==> config.mk <==
export PLATFORM = sky130hd
export DESIGN_NAME = sm_reg_scanner
export DESIGN_NICKNAME = d
export VERILOG_FILES = /design/src/rtl/sm_reg_scanner.sv
export SDC_FILE = /design/constraint.sdc
export NUM_CORES = 1
export LEC_CHECK = 0
export ABC_AREA = 1
export BUFFER_PORTS_ARGS = -buffer_cell sky130_fd_sc_hd__buf_2
export CAP_MARGIN = 20
export CORE_UTILIZATION = 57
export CTS_BUF_LIST = sky130_fd_sc_hd__clkbuf_2
export DETAILED_ROUTE_END_ITERATION = 7
export GPL_ROUTABILITY_DRIVEN = 1
export MAX_ROUTING_LAYER = met4
export PLACE_DENSITY = 0.9
export RECOVER_POWER = 50
export SYNTH_ARGS = -nofsm -noshare
export SYNTH_HDL_FRONTEND = slang
export SYNTH_SLANG_ARGS = --single-unit
==> constraint.sdc <==
create_clock -name clk -period 2.8 [get_ports clk]
set_clock_uncertainty 0.05 [all_clocks]
set_input_delay 0.42 -clock clk [delete_from_list [all_inputs] [get_ports clk]]
set_output_delay 0.42 -clock clk [all_outputs]
set_load 0.02 [all_outputs]
==> src/rtl/sm_reg_scanner.sv <==
// Register-watch sequencer: scans NUM_CH consecutive debug-port registers from base_addr and streams snapshots.
// Build option SM_SCAN_CHANGE_ONLY_EN: drop captures whose value matches the last one seen on that channel.
module sm_reg_scanner #(
  parameter int ADDR_W   = 5,
  parameter int DATA_W   = 32,
  parameter int NUM_CH   = 4,
  parameter int DWELL_W  = 16,
  parameter int READ_LAT = 1,
  localparam int CH_W    = (NUM_CH > 1) ? $clog2(NUM_CH) : 1
) (
  input  logic               clk,
  input  logic               rst,
  input  logic               enable,
  input  logic               mode,
  input  logic               step,
  input  logic [ADDR_W-1:0]  base_addr,
  input  logic [DWELL_W-1:0] dwell,
  output logic [ADDR_W-1:0]  regAddr,
  input  logic [DATA_W-1:0]  regData,
  output logic               snap_valid,
  input  logic               snap_ready,
  output logic [CH_W-1:0]    snap_ch,
  output logic [DATA_W-1:0]  snap_data,
  output logic               busy
);

  localparam int LAT_W = $clog2(READ_LAT + 1);
  localparam logic [LAT_W-1:0]   LAT_INIT  = LAT_W'(READ_LAT);
  localparam logic [LAT_W-1:0]   LAT_ONE   = LAT_W'(1);
  localparam logic [DWELL_W-1:0] DWELL_ONE = DWELL_W'(1);
  localparam logic [CH_W-1:0]    CH_LAST   = CH_W'(NUM_CH - 1);
  localparam logic [CH_W-1:0]    CH_ONE    = CH_W'(1);

  typedef enum logic [1:0] {IDLE, WAIT, PRESENT, DWELL} scanStateT;

  scanStateT          state, stateNext, postState;
  logic [CH_W-1:0]    ch, chNext, chInc;
  logic [ADDR_W-1:0]  addrNext, chAddr;
  logic [LAT_W-1:0]   latCnt, latCntNext;
  logic [DWELL_W-1:0] dwellCnt, dwellCntNext;
  logic               validNext;
  logic [CH_W-1:0]    snapChNext;
  logic [DATA_W-1:0]  snapDataNext;
  logic               capture;
  logic               suppress;

  assign busy    = (state != IDLE);
  assign capture = (state == WAIT) && (latCnt <= LAT_ONE);
  assign chInc   = (ch == CH_LAST) ? '0 : ch + CH_ONE;

  always_comb begin
    chAddr = '0;
    chAddr[CH_W-1:0] = ch;
  end

`ifdef SM_SCAN_CHANGE_ONLY_EN
  logic [NUM_CH-1:0] hit;

  // One shadow word per channel; a capture equal to the shadow is not presented.
  for (genvar gi = 0; gi < NUM_CH; gi++) begin : gShadow
    logic [DATA_W-1:0] shadowVal;
    logic              seen;

    always_ff @(posedge clk or posedge rst) begin
      if (rst) begin
        shadowVal <= '0;
        seen      <= 1'b0;
      end else if (capture && (ch == CH_W'(gi))) begin
        shadowVal <= regData;
        seen      <= 1'b1;
      end
    end

    assign hit[gi] = seen && (shadowVal == regData);
  end

  assign suppress = hit[ch];
`else
  assign suppress = 1'b0;
`endif

  always_ff @(posedge clk or posedge rst) begin
    if (rst) begin
      state      <= IDLE;
      ch         <= '0;
      regAddr    <= '0;
      latCnt     <= '0;
      dwellCnt   <= '0;
      snap_valid <= 1'b0;
      snap_ch    <= '0;
      snap_data  <= '0;
    end else begin
      state      <= stateNext;
      ch         <= chNext;
      regAddr    <= addrNext;
      latCnt     <= latCntNext;
      dwellCnt   <= dwellCntNext;
      snap_valid <= validNext;
      snap_ch    <= snapChNext;
      snap_data  <= snapDataNext;
    end
  end

  always_comb begin
    stateNext    = state;
    chNext       = ch;
    addrNext     = regAddr;
    latCntNext   = latCnt;
    dwellCntNext = dwellCnt;
    validNext    = snap_valid;
    snapChNext   = snap_ch;
    snapDataNext = snap_data;

    // Where a finished channel goes: dwell only while still running in auto mode.
    postState = (enable && !mode && (dwell != '0)) ? DWELL : IDLE;

    case (state)
      IDLE: begin
        if (enable && (!mode || step)) begin
          addrNext   = base_addr + chAddr;
          latCntNext = LAT_INIT;
          stateNext  = WAIT;
        end
      end

      WAIT: begin
        latCntNext = latCnt - LAT_ONE;
        if (capture) begin
          if (suppress) begin
            chNext    = chInc;
            stateNext = postState;
            if (postState == DWELL) dwellCntNext = dwell;
          end else begin
            snapDataNext = regData;
            snapChNext   = ch;
            validNext    = 1'b1;
            stateNext    = PRESENT;
          end
        end
      end

      PRESENT: begin
        if (snap_valid && snap_ready) begin
          validNext = 1'b0;
          chNext    = chInc;
          stateNext = postState;
          if (postState == DWELL) dwellCntNext = dwell;
        end
      end

      DWELL: begin
        if (!enable || mode) begin
          dwellCntNext = '0;
          stateNext    = IDLE;
        end else begin
          dwellCntNext = dwellCnt - DWELL_ONE;
          if (dwellCnt <= DWELL_ONE) stateNext = IDLE;
        end
      end

      default: stateNext = IDLE;
    endcase
  end

endmodule
======== After elaboration in Yosys (flattened, before gate mapping) ========
Index checks and enable logic that the tools add are counted.
storage, ports and cells
  flip-flop bits (word level) ............. 61
  bits in latches ......................... 0
  memory bits (writable) .................. 0
  ROM bits ................................ 0
  output and inout port bits .............. 41
  logic and storage cells ................. 63
  memories ................................ 0
cells by class
  add/subtract/negate cells ............... 4
  multipliers ............................. 0
  divide/modulo/power cells ............... 0
  $lt $le $gt $ge ......................... 2
  equal/unequal tests ..................... 10
  shift operators ......................... 0
  mux-type cells .......................... 17
  bitwise gates (word level) .............. 0
  reductions and logical operators ........ 22
operators with widths
  cell                     count
  $mux W16                 3
  $pmux W16 S2             1
  $le A16 B1 Y1 const B    1
  $reduce_bool A16 Y1      1
  $sub A16 B1 Y16 const B  1
  $mux W2                  7
  $eq A2 B2 Y1 const B     4
  $ne A2 B2 Y1 const B     4
  $pmux W2 S4              1
  $reduce_and A2 Y1        4
  $reduce_bool A2 Y1       4
  $reduce_and A3 Y1        2
  $add A5 B2 Y5            1
  $logic_and A1 B1 Y1      5
  $pmux W1 S2              2
  $reduce_and A4 Y1        1
  $mux W1                  3
  $ne A3 B3 Y1 const B     1
  $add A2 B1 Y2 const B    1
  $eq A2 B1 Y1 const B     1
  $logic_not A1 Y1         2
  $logic_not A2 Y1         1
  $logic_or A1 B1 Y1       2
  $le A1 B1 Y1 const B     1
  $sub A1 B1 Y1 const B    1

======== Logic depth before layout (Yosys ltp) ========
Gate-level depths: netlist of run 1.
  word-level depth ........................ 8
  depth in mapped cells ................... 11
  gate-level depth less buffers ........... 11

======== Worst setup path after synthesis of run 1 ========
No wires, ideal clock.
  path type ............................... register -> register
  start ................................... register dwellCnt[0]
  end ..................................... register dwellCnt[8]
  arrival ................................. 1335 ps
  setup slack ............................. 1299 ps
  cell stages (with the launch flop) ...... 12
  period minus slack after synthesis ...... 1501 ps
  path through ............................ dfrtp_1 -> inv_1 -> ha_1 -> inv_1 -> nor2_1 -> nand2_1 -> nor2_1 -> nand2_1 -> nand3_1 -> nand2_1 -> nand2_1 -> nand2_1
on the way
  cells in the longest elaborated chain, start to end .. 3
RTL lines
  element                 RTL line  source
  start, declared         40        logic [DWELL_W-1:0] dwellCnt, dwellCntNext;
  start signal, assigned  97        dwellCnt <= dwellCntNext;
  $sub A16 B1 Y16         156       dwellCntNext = dwellCnt - DWELL_ONE;
  $mux W16                152       if (!enable || mode) begin
  $pmux W16 S2            117       case (state)
Every way passes these cells.
A chain may end at the register's enable or synchronous reset.

==> results of run 1 <==
through the flow:
| step | instance area, µm² | utilization [%] | worst slack [ns] |
|---|---|---|---|
| final | 3790 | 72.7 | 0.674 |
| after global routing | 3790 | 72.7 | 0.378 |
| after global placement | 3660 | 70.4 | 1.06 |
| after floorplan | 3120 | - | 0.845 |
| after CTS | 3820 | 73.4 | 0.922 |
| after detailed placement | 3660 | 70.4 | 0.973 |
Yosys cell counts, drive strengths merged:
cell type	n
nand3	25
o21ai	23
nand2	130
ha	5
mux2	32
clkbuf	1
fa	1
nor2	44
buf	7
nor3	2
nand4	1
xnor2	3
xor2	1
a21oi	1
dfrtp	60
inv	35
o211ai	1
per-layer routing:
layer / vias up / track usage (%)
li1: 1384 / -
met1: 1376 / 30.5
met2: 112 / 50.3
met3: 19 / 6.11
met4: 0 / 13.3
met5: - / -
power breakdown:
group	leakage [nW]	switching [W]	internal [W]
clock	0.0825	0.000366	0.000300
combinational	1.18	0.00128	0.000774
sequential	0.722	0.000319	0.00128
total	1.99	0.00196	0.00236
critical path, cell delays in order:
cell and delay [ns]:
dlygate4sd3_1 0.53, buf_2 0.12, inv_1 0.81, clkbuf_2 0.73
cell families (layout without fill, tap and decap cells):
family                   count (synthesis)  after routing
AO/OA/AOI/OAI                           25             25
XOR/XNOR                                 4              4
adder cells (fa/ha/maj)                  6              6
buffers and inverters                   43            152
flip-flops                              60             60
multiplexers                            32             32
AND/OR/NAND/NOR                        202            202
flip-flops by register name, summed over array words and instances, names as in the netlist:
signal      cells
ch              2
dwellCnt       16
regAddr         5
snap_ch         2
snap_data      32
snap_valid      1
state           2
how the worst min path moves through the flow:
stage	start	to	slack (ns)	depth (start not counted)
finish	regData[4]	snap_data[4]$_DFFE_PP0P_	0.09	2
global placement	regAddr[0]$_DFFE_PP0P_	regAddr[0]$_DFFE_PP0P_	0.41	2
global route	regData[10]	snap_data[10]$_DFFE_PP0P_	0.04	2
detailed placement	regAddr[0]$_DFFE_PP0P_	regAddr[0]$_DFFE_PP0P_	0.41	2
floorplan	dwellCnt[15]$_DFFE_PP0P_	dwellCnt[15]$_DFFE_PP0P_	0.42	2
CTS	regData[1]	snap_data[1]$_DFFE_PP0P_	0.06	2
layout make-up:
class | instances | share of cell area, %
Inverter | 35 | 3.47
Clock buffer | 9 | 1.19
Clock inverter | 7 | 2.61
Multi-Input combinational cell | 269 | 37.7
Sequential cell | 60 | 39.7
Timing Repair Buffer | 101 | 13.0
Tap cell | 70 | 2.31
timing repair:
item                                   4_1_cts  5_1_grt
hold buffers                                 1        0
endpoints found under the hold margin       29        0
gates resized for setup                      0        0
==> impl_metrics.csv, run 1 <==
group,metric,value,unit
worst_setup_path,cp.arrival,2.64,ns
clock_network,clk_path_buf_depth,2,
logic_synthesis,synthSimpleGateAreaFrac,26.4,%
placement,dpl.hpwl,5.66,mm
cells_and_area,multi_input_area,1430,µm²
drt,route.top_layer_used,"met4",
clock_network,numCtsBuffers,9,
grt,track_usage,28.4,%
floorplanning,dieArea,5780,µm²
sta,tns,0,ns
grt,antenna_found_initial,0,
clock_network,cts_tree,"yes",
flow_run,drv_cap,0,
sta,maxSlewViolCount,0,
clock_network,cts_root_buffer,"clkbuf_2",
sta,finalSetupViolations,0,
worst_setup_path,cp_max_fo,31,
placement,place_congestion,0.971,
pwr,worst_ir_drop_vdd,0.858,mV
grt,grt_pass1_wl,12.4,mm
worst_setup_path,reg2reg_slack,0.91,ns
logic_synthesis,ys_seq_area_share,48.1,%
logic_synthesis,syn_nets,437,
placement,dp_cells,534,
worst_setup_path,r2r-end,"dwellCnt[8]$_DFFE_PP0P_",
drt,detail_route.wl_per_cell,13.6,µm
min_path,hp-class,"input pin to register",
sta,rsz0062_at_grt,"false",
cells_and_area,n_fill_cell,421,
drt,wl_met2,4.03,mm
clock_network,cts_sinks,60,
logic_synthesis,yosysWarningCount,0,
floorplanning,rows,26,
sta,hold_ws,0.0897,ns
clock_network,htree_levels,3,
logic_synthesis,yosysUniqueCellTypes,24,
worst_setup_path,cp-end-kind,"asynchronous set/reset pin",
drt,antenna_left,0,
floorplanning,die-height,76.0,µm
drt,firstDrtPassIters,4,
logic_synthesis,ys_ff_latch,60,
worst_setup_path,reg2reg_depth,11,
placement,port_buffers,99,
logic_synthesis,synth_top_area_share,48.1,%
drt,met1Wirelength,2.80,mm
logic_synthesis,synth_area_leader_cell,"dfrtp_1",
logic_synthesis,synth_fa_ha_area_share,2.65,%
cells_and_area,final_cell_mix,"nand2_1, buf_2, dfrtp_1",
logic_synthesis,synth_xor_area_share,1.12,%
pwr,power_density,1140,nW/µm²
floorplanning,ios,100,
logic_synthesis,synth_area,3120,µm²
worst_setup_path,cp-start-kind,"input pin",
logic_synthesis,yosys-top-cells-area,"dfrtp_1, nand2_1, mux2_2",
cells_and_area,final_cell_count_no_fill,551,
sta,tightest_slew,1.15,ns
cells_and_area,drive_gt1_share,29.1,%
pwr,finalPower,0.00432,W
drt,drc,0,
cells_and_area,final_common_cell,"nand2_1",
worst_setup_path,setup.worst_path.end,"regAddr[0]$_DFFE_PP0P_",
drt,viasPerCell,5.25,
clock_network,cts_setup_buffers,0,
drt,met3_length,485,µm
status,outcome,"completed",
sta,min_period,2.13,ns
cells_and_area,diodes,0,
drt,drtIter0Drc,228,
worst_setup_path,startpoint,"rst",
cells_and_area,regArea,1500,µm²
sta,hold_violations,0,
cells_and_area,nNetsFinal,541,
worst_setup_path,critical_path_class,"input pin to asynchronous set/reset pin",
pwr,p_leak,1.99,nW
drt,vias,2891,
clock_network,clk_latency,0.50,ns
worst_setup_path,r2r_start,"dwellCnt[0]$_DFFE_PP0P_",
cells_and_area,area_growth,21.3,%
logic_synthesis,muxShareOfSynthArea,11.5,%
logic_synthesis,synth_top_family_by_area,"simple AND/OR/NAND/NOR gates",
drt,finalWirelength,7.50,mm
grt,grt_pass1_vias,2852,
clock_network,path_clk_slew,0.20,ns
sta,slew-limit-headroom,23.4,%
worst_setup_path,required,3.31,ns
sta,fmax,0.470,GHz
logic_synthesis,syn_inst,372,
floorplanning,start_util,60.0,%
logic_synthesis,synth_compound_area_share,4.09,%
grt,globalRouteOverflowTotal,0,
logic_synthesis,avgSynthCellArea,8.39,µm²
sta,timing.final.crit_share,75.9,%
floorplanning,die_w,76.0,µm
grt,grt_max_degree,38,
floorplanning,core_region_area,5200,µm²
No activity file was read; power rests on OpenSTA's default activity.
==> run 2: changes to the inputs <==
- ABC_AREA: 1 -> 0
- CORE_UTILIZATION: 57 -> 47
- PLACE_DENSITY: 0.9 -> 0.81
- clock period: 2.8 -> 1.8 ns (I/O delays scaled with it)
==> run 2 against run 1 <==
Final cell count fell by 9.6%. Global-route usage fell by 3.4 points. Critical endpoint is now dwellCnt[14]$_DFFE_PP0P_. Die area rose by 11%. Highest routed layer unchanged.
==> impl_metrics.csv, run 2 <==
group,metric,value,unit
logic_synthesis,ys_seq_area_share,52.4,%
cells_and_area,final_common_cell,"buf_2",
logic_synthesis,ys_ff_latch,60,
cells_and_area,diodes,0,
sta,maxSlewViolCount,0,
sta,min_period,1.76,ns
worst_setup_path,required,2.11,ns
pwr,worst_ir_drop_vdd,0.965,mV
cells_and_area,final_cell_mix,"buf_2, dfrtp_1, dlygate4sd3_1",
cells_and_area,nNetsFinal,483,
flow_run,drv_cap,0,
pwr,netSwitchingFraction,42.6,%
worst_setup_path,cp-end-kind,"register",
floorplanning,start_util,48.7,%
floorplanning,core_region_area,5890,µm²
placement,placed_cell_area,3600,µm²
sta,rsz0062_at_grt,"true",
cells_and_area,area_growth,44.7,%
logic_synthesis,syn_nets,316,
sta,timing.final.crit_share,98.0,%
sta,slew-limit-headroom,46.7,%
pwr,power.share.clock,12.3,%
status,outcome,"completed",
cells_and_area,top_regs,"snap_data: 32 flops, dwellCnt: 16 flops, regAddr: 5 flops",
worst_setup_path,cp-start-kind,"input pin",
worst_setup_path,critical_path_class,"input pin to register",
placement,dpl.hpwl,4.83,mm
logic_synthesis,syn_inst,251,
pwr,p_leak,2.00,nW
clock_network,clk_latency,0.47,ns
drt,antenna_left,0,
clock_network,path_clk_slew,0.19,ns
cells_and_area,drive_gt1_share,40.7,%
clock_network,cts_tree,"yes",
clock_network,clk_path_buf_depth,2,
logic_synthesis,synth_ff_type,"dfrtp_1",
logic_synthesis,synth.most_common_cell,"dfrtp_1",
cells_and_area,fin_util,70.4,%
grt,grt_max_degree,61,
grt,antenna_found_initial,0,
drt,drtIter0Drc,96,
logic_synthesis,avgSynthCellArea,11.4,µm²
sta,hold_ws,0.0344,ns
sta,hold_violations,0,
drt,finalWirelength,7.26,mm
grt,grt_pass1_wl,11.9,mm
worst_setup_path,reg2reg_depth,5,
floorplanning,rows,28,
drt,firstDrtPassIters,4,
floorplanning,dieArea,6410,µm²
placement,place_congestion,0.872,
logic_synthesis,yosys-top-cells-area,"dfrtp_1, mux2_2, nand2_1",
logic_synthesis,yosysWarningCount,0,
pwr,seq_power_share,36.8,%
floorplanning,ios,100,
grt,grt_pass1_vias,2668,
clock_network,cts_sinks,60,
logic_synthesis,async_flop_share,100,%
drt,viasPerCell,5.26,
logic_synthesis,synth_common_cells,"dfrtp_1, mux2_2, nand2_1",
logic_synthesis,synth_area_leader_cell,"dfrtp_1",
cells_and_area,n_fill_cell,455,
worst_setup_path,cp_max_fo,15,
grt,track_usage,25.1,%
logic_synthesis,synth_edf_count,0,
pwr,combPwrFrac,50.8,%
drt,detail_route.wl_per_cell,14.6,µm
pwr,power.switching,0.00285,W
logic_synthesis,synth_top_area_share,52.4,%
sta,fmax,0.567,GHz
cells_and_area,largest_reg_flops,32,
min_path,hp-class,"input pin to register",
sta,finalSetupViolations,0,
sta,tns,0,ns
drt,drc,0,
clock_network,htree_levels,3,
pwr,power_density,1610,nW/µm²
logic_synthesis,yosysUniqueCellTypes,41,
drt,vias,2620,
clock_network,numCtsBuffers,9,
cells_and_area,fin_area,4150,µm²
worst_setup_path,cp.arrival,2.07,ns
logic_synthesis,synth_area,2870,µm²
sta,tightest_slew,0.799,ns
grt,globalRouteOverflowTotal,0,
placement,port_buffers,99,
cells_and_area,top_register,"snap_data",
floorplanning,die_w,80.1,µm
pwr,p_int,0.00384,W
clock_network,cts_root_buffer,"clkbuf_2",
pwr,finalPower,0.00669,W
floorplanning,die-height,80.1,µm
min_path,hold_depth,3,
## run 2: logic make-up (layout without fill, tap and decap cells)
group	after synthesis	count (layout)	synth area share [%]
AND/OR/NAND/NOR	73	73	13.9
buffers and inverters	19	191	2.97
flip-flops	60	60	52.4
XOR/XNOR	4	4	1.22
adder cells (fa/ha/maj)	6	6	2.88
multiplexers	40	40	15.5
AO/OA/AOI/OAI	49	49	11.0
## run 2: cell type report
cell class / instances / area (µm²) / share of cell area (%)
sequential: 60 / 1500 / 36.3
multi-input combinational: 172 / 1320 / 31.8
tap: 75 / 93.8 / 2.26
clock inverter: 6 / 55.1 / 1.33
inverter: 9 / 37.5 / 0.906
timing repair buffer: 166 / 1090 / 26.2
clock buffer: 10 / 50.0 / 1.21
## run 2: through the flow
| stage | std cells | worst slack, ns |
|---|---|---|
| floorplan | 251 | 0.0526 |
| global placement | 438 | -0.228 |
| detailed placement | 438 | -0.222 |
| CTS | 497 | 0.000362 |
| global route | 498 | -0.0313 |
| finish | 498 | 0.0356 |
## run 2: final timing paths
check / startpoint / end / slack (ns)
max: dwell[6] / dwellCnt[14]$_DFFE_PP0P_ / 0.04
min: dwell[1] / dwellCnt[1]$_DFFE_PP0P_ / 0.03
max reg2reg: dwellCnt[8]$_DFFE_PP0P_ / dwellCnt[14]$_DFFE_PP0P_ / 0.06
min reg2reg: regAddr[4]$_DFFE_PP0P_ / regAddr[4]$_DFFE_PP0P_ / 0.44
max in group asynchronous: rst / state[1]$_DFFE_PP0P_ / 0.56
min in group asynchronous: rst / state[0]$_DFFE_PP0P_ / 0.57
## run 2: critical path, cell delays in order
cell and delay (ns):
dlygate4sd3_1 0.53, buf_2 0.13, nor4_1 0.22, a41oi_1 0.17
and3_2 0.37, a221o_1 0.38
## run 2: repair_timing
action                                 4_1_cts  5_1_grt
setup endpoints to repair                    2       14
hold buffers                                43        0
gates resized for setup                      1        8
endpoints found under the hold margin      102        0
setup buffers                                0        1
## run 2: layer usage
| metal | wire length, µm | global-route usage (%) | up-vias |
|---|---|---|---|
| li1 | - | - | 1249 |
| met1 | 3000 | 30.2 | 1253 |
| met2 | 3610 | 40.2 | 96 |
| met3 | 441 | 5.68 | 22 |
| met4 | 208 | 11.8 | 0 |
| met5 | 0 | - | - |
## run 2: power by group through the flow
stage	clock [W]	sequential (W)	combinational, W
finish	0.000825	0.00246	0.00340
global route	0.000906	0.00257	0.00370
CTS	0.000839	0.00244	0.00336
detailed placement	0	0.00246	0.00328
global placement	0	0.00242	0.00320
floorplan	0	0.00298	0.00156
==> run 3: changes to the inputs <==
- ABC_AREA: 0 -> 1
- CORE_UTILIZATION: 47 -> 48
==> run 3 against run 2 <==
Worst setup slack improved by 0.081 ns. Sequential power about the same. Critical endpoint is now snap_data[25]$_DFFE_PP0P_. Design area increased by 1.8%. Core utilization decreased by 3.6 points. Final cell count increased by 20%. Register-to-register slack improved by 0.06 ns. Worst hold slack improved by 0.0049 ns. First-iteration DRC count increased by 100%. Routed wire length increased by 5.7%. Combinational power about the same. Die area increased by 6.5%. Count of clock-buffer cells in the layout decreased by 1.
==> impl_metrics.csv, run 3 (synthesized netlist as in run 1, its figures left out) <==
group,metric,value,unit
cells_and_area,final_common_cell,"nand2_1",
floorplanning,rows,29,
placement,dpl.hpwl,5.15,mm
worst_setup_path,startpoint,"state[1]$_DFFE_PP0P_",
worst_setup_path,crit_path_max_incr_delay,0.49,ns
floorplanning,dieArea,6830,µm²
clock_network,cts_root_buffer,"clkbuf_2",
worst_setup_path,slowest_stage,"dfrtp_1",
status,outcome,"completed",
min_path,hp-class,"input pin to register",
cells_and_area,drive_gt1_share,30.1,%
pwr,worst_ir_drop_vdd,1.24,mV
worst_setup_path,worst-path-buf-inv,2,
drt,antenna_left,0,
clock_network,clk_latency,0.49,ns
min_path,hold_depth,5,
clock_network,cts_tree,"yes",
sta,maxSlewViolCount,0,
floorplanning,die_w,82.6,µm
drt,finalWirelength,7.67,mm
worst_setup_path,critPathTopFamily,"buffers and inverters",
grt,grt_max_degree,38,
sta,finalSetupViolations,0,
placement,port_buffers,99,
drt,viasPerCell,5.00,
placement,place_congestion,0.962,
sta,tightest_slew,0.919,ns
cells_and_area,largest_reg_flops,32,
sta,fin_ws,0.117,ns
grt,grt_pass1_vias,2912,
worst_setup_path,reg2reg_slack,0.12,ns
clock_network,htree_levels,3,
sta,tns,0,ns
placement,pre_cts_ws,0.118,ns
worst_setup_path,reg2reg_depth,4,
drt,drc,0,
clock_network,clk_path_buf_depth,2,
cells_and_area,nNetsFinal,582,
cells_and_area,diodes,0,
sta,min_period,1.68,ns
floorplanning,die-height,82.6,µm
floorplanning,start_util,49.4,%
sta,slew-limit-headroom,38.7,%
clock_network,cts_sinks,60,
pwr,power_density,1630,nW/µm²
sta,rsz0062_at_grt,"false",
floorplanning,ios,100,
worst_setup_path,crit_chain,"inv_2 -> nand2_1 -> clkbuf_4 -> mux2_2",
clock_network,numCtsBuffers,9,
pwr,p_leak,2.18,nW
cells_and_area,fin_util,66.9,%
worst_setup_path,critical_path_class,"register to register",
sta,hold_violations,0,
grt,track_usage,24.2,%
clock_network,path_clk_slew,0.21,ns
sta,timing.final.crit_share,93.5,%
cells_and_area,top_register,"snap_data",
sta,hold_ws,0.0393,ns
grt,grt_pass1_wl,12.0,mm
drt,vias,2997,
worst_setup_path,cp_max_fo,36,
worst_setup_path,setup.worst_path.end,"snap_data[25]$_DFFE_PP0P_",
cells_and_area,n_fill_cell,520,
cells_and_area,final_cell_mix,"nand2_1, buf_2, dfrtp_1",
grt,globalRouteOverflowTotal,0,
cells_and_area,top_regs,"snap_data: 32 flops, dwellCnt: 16 flops, regAddr: 5 flops",
pwr,finalPower,0.00687,W
worst_setup_path,r2r-end,"snap_data[25]$_DFFE_PP0P_",
cells_and_area,area_growth,35.2,%
worst_setup_path,cp.arrival,2.00,ns
flow_run,drv_cap,0,
drt,drtIter0Drc,194,
worst_setup_path,required,2.12,ns
worst_setup_path,cp-end-kind,"register",
worst_setup_path,r2r_start,"state[1]$_DFFE_PP0P_",
worst_setup_path,cp_num_cells,4,
worst_setup_path,cp-start-kind,"register",
clock_network,cts_setup_buffers,0,
drt,detail_route.wl_per_cell,12.8,µm
sta,fmax,0.594,GHz
drt,firstDrtPassIters,4,
grt,antenna_found_initial,0,
floorplanning,core_region_area,6310,µm²
-- run 3: cell count changes in the layout (fill, tap and decap cells not counted), sizes merged, moves of 7 or more --
cell | before | now
nand2 | 23 | 130
a21oi | 12 | 1
buf | 106 | 96
clkbuf | 27 | 19
dlygate4sd3 | 43 | 36
nor4 | 9 | 0
nor2 | 16 | 44
inv | 8 | 36
o21ai | 15 | 23
nand3 | 3 | 25
-- run 3: stage by stage --
step	area [µm²]	std cells
floorplan	3130	372
global placement	3730	547
detailed placement	3730	547
CTS	4240	599
global route	4220	599
finish	4220	599
-- run 3: report_power, final --
group | switching (W) | internal (W) | total (W)
clock network | 0.000555 | 0.000470 | 0.00102
registers | 0.000463 | 0.00200 | 0.00246
logic | 0.00205 | 0.00133 | 0.00338
-- run 3: timing repair --
item,4_1_cts,5_1_grt
hold endpoints to repair,95,0
resized for setup,0,5
hold buffers,36,0
endpoints found under the setup margin,0,4
-- run 3: final cells by class --
| class | instances | area, µm² | share of cell area, % |
|---|---|---|---|
| inverters | 35 | 135 | 3.20 |
| clock buffers | 9 | 45.0 | 1.07 |
| clock inverters | 7 | 98.8 | 2.34 |
| well taps | 77 | 96.3 | 2.28 |
| multi-input cells | 269 | 1440 | 34.0 |
| flip-flops and latches | 60 | 1500 | 35.6 |
| repair buffers | 142 | 907 | 21.5 |
-- run 3: worst min path at each step --
| stage | start | to | slack (ns) |
|---|---|---|---|
| 2_1_floorplan | rst | ch[0]$_DFFE_PP0P_ | 0.33 |
| 3_3_place_gp | rst | snap_data[30]$_DFFE_PP0P_ | 0.31 |
| 3_5_place_dp | rst | snap_data[30]$_DFFE_PP0P_ | 0.31 |
| 4_1_cts | dwell[14] | dwellCnt[14]$_DFFE_PP0P_ | 0.006 |
| 5_1_grt | base_addr[3] | regAddr[3]$_DFFE_PP0P_ | 0.02 |
| 6_report | dwell[14] | dwellCnt[14]$_DFFE_PP0P_ | 0.04 |
-- run 3: worst reg2reg max path: cells and delay by family, from the launching register on --
kind          cells  cell delay [ns]
buf+inv           2             0.53
flops             1             0.49
mux               1             0.42
simple gates      1             0.08
-- run 3: per-layer routing --
metal / vias to the layer above / track usage, % / wire (µm)
met2: 107 / 38.6 / 3860
li1: 1465 / - / -
met3: 31 / 5.16 / 357
met1: 1394 / 27.1 / 3110
met4: 0 / 16.9 / 340
met5: - / - / 0
